===== config.mk =====
export PLATFORM = sky130hd
export DESIGN_NAME = regressor_tap_buffer
export DESIGN_NICKNAME = d
export VERILOG_FILES = /design/src/rtl/regressor_tap_buffer.sv
export SDC_FILE = /design/constraint.sdc
export NUM_CORES = 1
export LEC_CHECK = 0
export ABC_AREA = 1
export CORE_ASPECT_RATIO = 0.7
export CORE_UTILIZATION = 45
export CTS_BUF_LIST = sky130_fd_sc_hd__clkbuf_16
export DETAILED_ROUTE_END_ITERATION = 16
export PLACE_DENSITY_LB_ADDON = 0.08
export SLEW_MARGIN = 20
export SYNTH_ARGS = -nofsm -noshare
export SYNTH_HDL_FRONTEND = slang
export SYNTH_SLANG_ARGS = --single-unit

===== constraint.sdc =====
create_clock -name clk -period 5.1 [get_ports clk]
set_input_delay 0.51 -clock clk [delete_from_list [all_inputs] [get_ports clk]]
set_output_delay 0.51 -clock clk [all_outputs]
set_load 0.05 [all_outputs]

===== src/rtl/regressor_tap_buffer.sv =====
// regressor_tap_buffer
// Keeps a circular history of the last NUM_TAPS normalized samples. After each
// accepted sample it streams the regressor vector x[n], x[n-1], ...,
// x[n-NUM_TAPS+1] to the MAC stage, one tap per valid/ready handshake.
//
// Ports:
//   clk, rst_n        clock, synchronous active-low reset
//   in_valid/in_ready sample handshake (in_ready is combinational)
//   in_sample         signed normalized sample
//   flush             clear history and abort any stream in progress
//   tap_valid/ready   tap handshake towards the MAC stage
//   tap_data          tap value x[n-k]
//   tap_index         k, 0 = newest
//   tap_last          high with k = NUM_TAPS-1
//   fill_count        valid history entries, saturates at NUM_TAPS
//   primed            fill_count == NUM_TAPS
//   stall_count       (REGRESSOR_TAP_BUFFER_STALL_CNT_EN only) saturating count
//                     of cycles with tap_valid & !tap_ready; cleared by reset only
//
// Optional feature macro: REGRESSOR_TAP_BUFFER_STALL_CNT_EN

module regressor_tap_buffer #(
  parameter  int unsigned DATA_W   = 16,
  parameter  int unsigned NUM_TAPS = 8,
  localparam int unsigned IDX_W    = $clog2(NUM_TAPS)
) (
  input  logic                     clk,
  input  logic                     rst_n,
  input  logic                     in_valid,
  output logic                     in_ready,
  input  logic signed [DATA_W-1:0] in_sample,
  input  logic                     flush,
  output logic                     tap_valid,
  input  logic                     tap_ready,
  output logic signed [DATA_W-1:0] tap_data,
  output logic        [IDX_W-1:0]  tap_index,
  output logic                     tap_last,
  output logic        [IDX_W:0]    fill_count,
  output logic                     primed
`ifdef REGRESSOR_TAP_BUFFER_STALL_CNT_EN
  ,
  output logic        [15:0]       stall_count
`endif
);

  localparam logic [IDX_W-1:0] LAST_IDX = IDX_W'(NUM_TAPS - 1);
  localparam logic [IDX_W:0]   FULL_CNT = (IDX_W+1)'(NUM_TAPS);

  typedef enum logic {
    IDLE   = 1'b0,
    STREAM = 1'b1
  } state_e;

  state_e                    state_q, state_d;
  logic signed [DATA_W-1:0]  hist_q [NUM_TAPS];
  logic signed [DATA_W-1:0]  hist_d [NUM_TAPS];
  logic        [IDX_W-1:0]   wr_ptr_q, wr_ptr_d;
  logic        [IDX_W:0]     fill_count_q, fill_count_d;
  logic                      primed_q, primed_d;
  logic                      tap_valid_q, tap_valid_d;
  logic signed [DATA_W-1:0]  tap_data_q, tap_data_d;
  logic        [IDX_W-1:0]   tap_index_q, tap_index_d;
  logic                      tap_last_q, tap_last_d;
  logic        [IDX_W-1:0]   rd_ptr;

  // Entry for the next tap k+1: newest sits at wr_ptr-1, so x[n-(k+1)] is at
  // wr_ptr - k - 2 (natural IDX_W-bit wrap).
  assign rd_ptr = wr_ptr_q - tap_index_q - IDX_W'(2);

  assign in_ready = (state_q == IDLE) & ~flush;

  // Next-state and datapath update
  always_comb begin
    state_d      = state_q;
    hist_d       = hist_q;
    wr_ptr_d     = wr_ptr_q;
    fill_count_d = fill_count_q;
    tap_valid_d  = tap_valid_q;
    tap_data_d   = tap_data_q;
    tap_index_d  = tap_index_q;

    if (flush) begin
      // Flush wins over any simultaneous input or tap handshake
      hist_d       = '{default: '0};
      wr_ptr_d     = '0;
      fill_count_d = '0;
      tap_valid_d  = 1'b0;
      state_d      = IDLE;
    end else begin
      case (state_q)
        IDLE: begin
          if (in_valid) begin
            hist_d[wr_ptr_q] = in_sample;
            wr_ptr_d         = wr_ptr_q + IDX_W'(1);
            if (fill_count_q != FULL_CNT) begin
              fill_count_d = fill_count_q + (IDX_W+1)'(1);
            end
            // First tap bypasses the history so it is valid next cycle
            tap_data_d  = in_sample;
            tap_index_d = '0;
            tap_valid_d = 1'b1;
            state_d     = STREAM;
          end
        end
        STREAM: begin
          if (tap_valid_q && tap_ready) begin
            if (tap_index_q == LAST_IDX) begin
              tap_valid_d = 1'b0;
              state_d     = IDLE;
            end else begin
              tap_index_d = tap_index_q + IDX_W'(1);
              tap_data_d  = hist_q[rd_ptr];
            end
          end
        end
        default: state_d = IDLE;
      endcase
    end

    tap_last_d = tap_valid_d & (tap_index_d == LAST_IDX);
    primed_d   = (fill_count_d == FULL_CNT);
  end

  // State and output registers
  always_ff @(posedge clk) begin
    if (!rst_n) begin
      state_q      <= IDLE;
      hist_q       <= '{default: '0};
      wr_ptr_q     <= '0;
      fill_count_q <= '0;
      primed_q     <= 1'b0;
      tap_valid_q  <= 1'b0;
      tap_data_q   <= '0;
      tap_index_q  <= '0;
      tap_last_q   <= 1'b0;
    end else begin
      state_q      <= state_d;
      hist_q       <= hist_d;
      wr_ptr_q     <= wr_ptr_d;
      fill_count_q <= fill_count_d;
      primed_q     <= primed_d;
      tap_valid_q  <= tap_valid_d;
      tap_data_q   <= tap_data_d;
      tap_index_q  <= tap_index_d;
      tap_last_q   <= tap_last_d;
    end
  end

  assign tap_valid  = tap_valid_q;
  assign tap_data   = tap_data_q;
  assign tap_index  = tap_index_q;
  assign tap_last   = tap_last_q;
  assign fill_count = fill_count_q;
  assign primed     = primed_q;

`ifdef REGRESSOR_TAP_BUFFER_STALL_CNT_EN
  logic [15:0] stall_count_q, stall_count_d;

  // Saturating backpressure counter; survives flush
  always_comb begin
    stall_count_d = stall_count_q;
    if (tap_valid_q && !tap_ready && (stall_count_q != 16'hFFFF)) begin
      stall_count_d = stall_count_q + 16'd1;
    end
  end

  always_ff @(posedge clk) begin
    if (!rst_n) begin
      stall_count_q <= '0;
    end else begin
      stall_count_q <= stall_count_d;
    end
  end

  assign stall_count = stall_count_q;
`endif

endmodule


==> flow_summary.toml, run 1 <==
[clock_tree]
cts_setup_buffers = 0
cts_buffers = 17
cts_resized = 0
htreeDepth = 4
tritoncts = "done"
clkSlewWorstSetupHoldPaths_ns = 0.06
cts.sinks = 158
clk_path_buf_depth = 2
clk_latency_ns = 0.43
hold_buffers = 0
root_buffer = "clkbuf_16"

[sta]
timing.fmax_ghz = 0.362
fin_crit_ns = 2.76
max_slew_margin_pct = 41.5
skew_ns = 0.00656
rsz0062_at_grt = "false"
setup_viol = 0
setup-tns-final_ns = 0
post-route-period-util_pct = 54.2
worstMarginPinSlew_ns = 0.877
drv_slew = 0
hold_viol = 0

[logic_synthesis]
yosys-top-cells-area = "dfxtp_1 43%, nand2_1 11%, nor2_1 7.2%"
syn_nets = 1092
yosysUniqueCellTypes = 29
synth.top_cell.area_share_pct = 43.2
synth_edf_count = 0
synth_cells = 1064
yosysWarnings = 0
syn_area_um2 = 7320
synthFlopType = "dfxtp_1"
ys_seq_area_share_pct = 43.2
synth_seq_cells = 158
synth.avg_cell_area_um2 = 6.88
yosysTopAreaCell = "dfxtp_1"
synthArstFlopShare_pct = 0

[die]
core_area_um2 = 15700
io_pins = 48
die_h_um = 109
start_util_pct = 46.7
die_x_um = 154
num_rows = 38
dieArea_um2 = 16800

[placed_design]
portBuffers = 47
dpl.hpwl_um = 11800
place_inst = 1254
routabilityCongestion = 0.755

[setup_path]
end_kind = "flip-flop"
crit_buf_inv = 6
cp_max_fo = 33
crit_arrival_ns = 3.13
critPathSlowestCell = "inv_2"
cp_slowest_stage_delay_ns = 0.55
critPathTopFamily = "buffers and inverters"
worstSetupPathType = "reg2reg"
crit_path_start_kind = "flip-flop"
path_cells = "inv_2 -> ha_1 -> inv_1 -> ha_1 -> buf_4 -> inv_2 -> buf_4 -> nand3_1 -> nand2_1 -> inv_1 -> nand2_1 -> nand3_1 -> a21oi_1"
critPathRequiredTime_ns = 5.46

[power_and_ir_drop]
p_leak_nw = 3.21
p_per_area_nw_per_um2 = 330
peakVddDrop_uv = 222

[routing]
routedWlPerCell_um = 16.1
vias_per_cell = 5.11
ant_nets = 0
drt_drc_violations_left = 0
via_count = 6575
dr.pass1.iters = 5
wl_um = 20800
initialDrtViolationCount = 705

[global_routing]
overflow = 0
grt_pass1_wl_um = 33000
grt_util_all_layers_pct = 26.0
antenna_found_initial = 0
grt_max_degree = 133
grt_pass1_vias = 5874

[run]
cap_violations = 0

[finish]
layout.cells.non_filler = 1286
final_cell_mix = "219 x nand2_1, 158 x dfxtp_1, 141 x nor2_1"
nets = 1101
final_common_cell = "nand2_1"
drive_gt1_share_pct = 5.71
num_antenna_cells = 0
nFillCells = 1630
syn2layout_area_growth_pct = 12.9

[hold_path]
hp-class = "reg2reg"

[run_status]
status = "finished, final reports clean"
[Yosys cell counts, types with 3 or more instances]
cell type / n
nand2_1: 219
dfxtp_1: 158
nor2_1: 141
a21oi_1: 103
inv_1: 99
o21ai_1: 96
nand3_1: 86
o21ai_0: 55
buf_2: 33
clkbuf_1: 17
buf_6: 8
ha_1: 7
inv_2: 6
buf_4: 5
inv_4: 4
nand2_2: 4
nand2_4: 4
nor2_4: 3
[path summary, 6_finish.rpt]
check | startpoint | to | slack (ns) | cells past startpoint
max reg2reg | wr_ptr_q[1] | tap_data[9] | 2.34 | 13
max | wr_ptr_q[1] | tap_data[9] | 2.34 | 13
min reg2reg | hist_q[30] | hist_q[30] | 0.45 | 2
min | hist_q[30] | hist_q[30] | 0.45 | 2
[final cells by class]
type                    count  area [um^2]  share of cell area [%]
flip-flops and latches    158         3160                    38.3
clock inverters            15         91.3                    1.11
repair buffers             54          536                    6.48
inverters                 111          429                    5.19
multi-input cells         731         3370                    40.8
well taps                 200          250                    3.03
clock buffers              17          425                    5.15
[tightest hold or removal path, stage by stage, from the launching register on]
cell and delay (ns):
dfxtp_1 0.29, inv_1 0.06, a21oi_1 0.05
[flip-flops by register name (all words and copies together), names as in the netlist]
name        count
tap_valid       1
state_q         1
primed          1
tap_index       3
tap_last        1
fill_count      4
hist_q        128
wr_ptr_q        3
tap_data       16
[per-stage QoR]
step	setup slack [ns]	hold slack (ns)	power [W]	area [um^2]	utilization, %
final	2.34	0.453	0.00273	8270	52.7
after global routing	2.16	0.474	0.00284	8270	52.7
after CTS	1.93	0.455	0.00274	8270	52.7
after floorplan	3.00	0.429	0.00150	7320	-
after detailed placement	1.94	0.445	0.00160	7750	49.4
after global placement	2.02	0.442	0.00160	7750	49.4
[routing by layer]
| metal | up-vias | GRT usage, % | routed length (um) |
|---|---|---|---|
| li1 | 3438 | - | - |
| met1 | 2989 | 38.1 | 10600 |
| met2 | 132 | 38.6 | 8860 |
| met3 | 16 | 5.72 | 1070 |
| met4 | 0 | 6.08 | 218 |
| met5 | - | 0 | 0 |
[power breakdown]
group	internal (W)	switching [W]
combinational	0.0000912	0.000211
sequential	0.00126	0.0000162
clock	0.000650	0.000505
[cell families (layout without fill, tap and decap cells)]
logic type                 Yosys count  in the layout  synth area share [%]
DFF                                158            158                  43.2
adders and majority gates            7              7                  1.20
AOI/OAI and AO/OA                  257            257                  17.6
buffers and inverters              175            197                  10.8
and+or+nand+nor                    467            467                  27.2
Note: power is estimated with default switching activity, not from simulation.
==> inputs of run 2 (changes only) <==
==> constraint.sdc (replaced) <==
create_clock -name clk -period 2.37 [get_ports clk]
set_input_delay 0.237 -clock clk [delete_from_list [all_inputs] [get_ports clk]]
set_output_delay 0.237 -clock clk [all_outputs]
set_load 0.05 [all_outputs]
==> run 2 against run 1 <==
  * Final area up 3.2%
  * Maximum frequency up 37%
  * Utilization up 1.7 points
  * Critical path depth down 3
  * Clock skew up 0.0033 ns
  * Critical path type unchanged
  * Largest power group unchanged
  * Highest routed layer unchanged
==> flow_summary.toml, run 2 (synthesized netlist as in run 1, its figures left out) <==
[finish]
nFillCells = 1587
nets = 1119
final_cell_mix = "219 x nand2_1, 158 x dfxtp_1, 141 x nor2_1"
layout.cells.non_filler = 1304
largest_register_ffs = 128
syn2layout_area_growth_pct = 16.5
final_area_um2 = 8530
final_common_cell = "nand2_1"
drive_gt1_share_pct = 7.79
top_register = "hist_q"
utilization_pct = 54.3
num_antenna_cells = 0

[routing]
via_count = 6708
initialDrtViolationCount = 516
vias_per_cell = 5.14
ant_nets = 0
routedWlPerCell_um = 16.0
wl_um = 20900
dr.pass1.iters = 5
drt_drc_violations_left = 0

[clock_tree]
clk_path_buf_depth = 2
cts.sinks = 158
htreeDepth = 4
root_buffer = "clkbuf_16"
cts_setup_buffers = 0
tritoncts = "done"
clk_latency_ns = 0.43
cts_resized = 0
cts_buffers = 17
hold_buffers = 0
clkSlewWorstSetupHoldPaths_ns = 0.06

[sta]
setup-tns-final_ns = 0
skew_ns = 0.00987
timing.fmax_ghz = 0.496
max_slew_margin_pct = 64.7
hold_viol = 0
worstMarginPinSlew_ns = 0.528
worst_slack_ns = 0.356
setup_viol = 0
rsz0062_at_grt = "false"
drv_slew = 0
fin_crit_ns = 2.01
post-route-period-util_pct = 85.0

[global_routing]
grt_pass1_wl_um = 33400
antenna_found_initial = 0
grt_util_all_layers_pct = 26.3
overflow = 0
grt_max_degree = 65
grt_pass1_vias = 5895

[placed_design]
postPlaceCellArea_um2 = 7960
portBuffers = 47
pre_cts_slack_ns = 0.326
place_inst = 1272
dpl.hpwl_um = 12900
routabilityCongestion = 0.827

[setup_path]
crit_path_start_kind = "flip-flop"
cp_max_fo = 25
end_kind = "flip-flop"
worstSetupPathType = "reg2reg"
crit_arrival_ns = 2.33
critPathRequiredTime_ns = 2.69

[run_status]
status = "finished, final reports clean"

[die]
io_pins = 48
dieArea_um2 = 16800
num_rows = 38
die_x_um = 154
start_util_pct = 46.7
core_area_um2 = 15700
die_h_um = 109

[run]
cap_violations = 0

[power_and_ir_drop]
p_leak_nw = 3.31
peakVddDrop_uv = 391
p_per_area_nw_per_um2 = 716

[hold_path]
hp-class = "reg2reg"
run 2: cell types whose count changed in the layout (fill, tap and decap cells not counted), moves of 2 or more:
cell and change:
buf_12 +6, buf_4 +13, clkinv_1 -2, clkinv_2 -2
clkinvlp_4 +4, inv_1 -3, inv_6 +2
run 2: critical path: stages (launching register included):
cell	delay, ns
dfxtp_1	0.34
inv_2	0.06
ha_1	0.27
inv_1	0.04
ha_1	0.31
buf_4	0.35
nand3_1	0.19
nand2_1	0.10
nand2_1	0.05
nand3_1	0.12
a21oi_1	0.06
run 2: path summary, 6_finish.rpt:
kind / from / end / slack [ns] / depth (start not counted)
worst max-delay path: wr_ptr_q[1] / tap_data[11] / 0.36 / 10
worst min-delay path: hist_q[26] / hist_q[26] / 0.45 / 2
worst max register to register: wr_ptr_q[1] / tap_data[11] / 0.36 / 10
worst min register to register: hist_q[26] / hist_q[26] / 0.45 / 2
run 2: routing by layer:
layer | wire length, um | up-vias | global-route usage (%)
met5 | 0 | - | 0
met1 | 11000 | 3043 | 40.0
li1 | - | 3474 | -
met3 | 1240 | 14 | 4.81
met4 | 138 | 0 | 5.66
met2 | 8500 | 177 | 37.9
run 2: layout make-up:
class | instances | area, um^2 | area share (%)
Multi-Input combinational cell | 731 | 3370 | 39.5
Sequential cell | 158 | 3160 | 37.1
Timing Repair Buffer | 72 | 743 | 8.72
Inverter | 111 | 429 | 5.03
Clock buffer | 17 | 425 | 4.99
Tap cell | 200 | 250 | 2.93
Clock inverter | 15 | 145 | 1.70
run 2: report_power, final:
part	leakage, nW	switching [W]	internal (W)
logic	1.77	0.000466	0.000225
registers	1.28	0.0000291	0.00270
clock network	0.268	0.00114	0.00154
total	3.31	0.00163	0.00447
run 2: metrics by stage:
stage	power, W	hold WS, ns
floorplan	0.00322	0.375
global placement	0.00347	0.440
detailed placement	0.00347	0.443
CTS	0.00613	0.453
global route	0.00634	0.467
finish	0.00610	0.448
==> inputs of run 3 (changes only) <==
==> constraint.sdc (replaced) <==
create_clock -name clk -period 1.8 [get_ports clk]
set_input_delay 0.18 -clock clk [delete_from_list [all_inputs] [get_ports clk]]
set_output_delay 0.18 -clock clk [all_outputs]
set_load 0.05 [all_outputs]
==> run 3 against run 2 <==
  * Routed wire length is 7.8% higher
  * Non-clock buffer count is 30 higher
  * Via count is 3.8% higher
  * Clock skew hardly changed
  * Critical path depth is 1 higher
  * Utilization is 5.5 points higher
  * Highest routed layer unchanged
==> flow_summary.toml, run 3 (synthesized netlist as in run 1, its figures left out) <==
[run_status]
status = "finished, final reports clean"

[setup_path]
crit_path_start_kind = "flip-flop"
cp_max_fo = 18
crit_arrival_ns = 2.10
worstSetupPathType = "reg2reg"
r2r_cells = 11
end_kind = "flip-flop"
critPathRequiredTime_ns = 2.12

[sta]
worst_slack_ns = 0.0167
rsz0062_at_grt = "true"
drv_slew = 0
setup_viol = 0
skew_ns = 0.0101
worstMarginPinSlew_ns = 0.531
timing.fmax_ghz = 0.561
fin_crit_ns = 1.78
whs_ns = 0.404
max_slew_margin_pct = 64.5
post-route-period-util_pct = 99.1
hold_viol = 0

[placed_design]
place_inst = 1295
routabilityCongestion = 0.799
dpl.hpwl_um = 13800
portBuffers = 47
pre_cts_slack_ns = -0.0422

[global_routing]
grt_pass1_wl_um = 34800
grt_pass1_vias = 6150
grt_max_degree = 41
overflow = 0
antenna_found_initial = 0
grt_util_all_layers_pct = 27.3

[clock_tree]
cts.sinks = 158
clk_path_buf_depth = 2
hold_buffers = 0
htreeDepth = 4
clkSlewWorstSetupHoldPaths_ns = 0.06
root_buffer = "clkbuf_16"
tritoncts = "done"
clk_latency_ns = 0.43
cts_buffers = 17

[finish]
largest_register_ffs = 128
num_antenna_cells = 0
drive_gt1_share_pct = 15.2
top_register = "hist_q"
layout.cells.non_filler = 1333
final_cell_mix = "213 x nand2_1, 154 x dfxtp_1, 140 x nor2_1"
utilization_pct = 59.8
nets = 1149
syn2layout_area_growth_pct = 28.2
nFillCells = 1485
final_common_cell = "nand2_1"

[routing]
ant_nets = 0
initialDrtViolationCount = 694
dr.pass1.iters = 5
drt_drc_violations_left = 0
wl_um = 22500
via_count = 6962
vias_per_cell = 5.22
routedWlPerCell_um = 16.9

[power_and_ir_drop]
power.total_w = 0.00887
peakVddDrop_uv = 693
p_leak_nw = 3.82
p_per_area_nw_per_um2 = 945

[die]
start_util_pct = 46.7
die_x_um = 154
dieArea_um2 = 16800
io_pins = 48
num_rows = 38
die_h_um = 109
core_area_um2 = 15700

[hold_path]
hp-class = "in2reg"
worstHoldPathCells = 3

[run]
cap_violations = 0
==> run 3: final cells by class <==
cell class / count / area [um^2] / area share, %
multi-input combinational: 731 / 3600 / 38.4
clock buffer: 17 / 425 / 4.53
tap: 200 / 250 / 2.67
inverter: 111 / 449 / 4.79
sequential: 158 / 3170 / 33.8
timing repair buffer: 102 / 1230 / 13.2
clock inverter: 14 / 246 / 2.63
==> run 3: report_power, final <==
part	internal [W]	switching, W	total, W
Combinational	0.000395	0.000683	0.00108
Clock	0.00272	0.00148	0.00420
Sequential	0.00355	0.0000383	0.00359
Total	0.00667	0.00220	0.00887
==> run 3: routing by layer <==
metal | part of all wire [%] | GRT usage [%] | vias up
met4 | 0.80 | 6.01 | 0
li1 | - | - | 3539
met2 | 42 | 39.7 | 197
met1 | 52 | 41.5 | 3209
met3 | 5.7 | 4.73 | 17
met5 | 0 | 0 | -
==> run 3: path summary, 6_finish.rpt <==
check               from          end  slack, ns
min             in_valid      state_q       0.40
max          wr_ptr_q[1]  tap_data[4]       0.02
min reg2reg   hist_q[22]   hist_q[22]       0.45
max reg2reg  wr_ptr_q[1]  tap_data[4]       0.02
==> run 3: repair_timing <==
action                                 in CTS  in global routing
resized for setup                          19                 67
cloned                                      1                  1
endpoints found under the hold margin       0                  0
setup endpoints to repair                  22                 23
pin swaps                                   2                 24
buffers inserted                            0                  5
==> run 3: metrics by stage <==
step / setup TNS [ns] / area, um^2
2_1_floorplan: 0 / 7350
3_3_place_gp: 0 / 8330
3_5_place_dp: -0.179 / 8330
4_1_cts: 0 / 9060
5_1_grt: -0.406 / 9380
6_report: 0 / 9380
==> run 3: critical path: stages (launching register included) <==
cell	delay, ns
dfxtp_4	0.36
inv_4	0.04
ha_4	0.26
inv_4	0.03
ha_4	0.32
buf_12	0.18
buf_4	0.14
nand3_1	0.07
nand2_1	0.07
nand2_1	0.06
nand3_1	0.08
a21oi_1	0.06
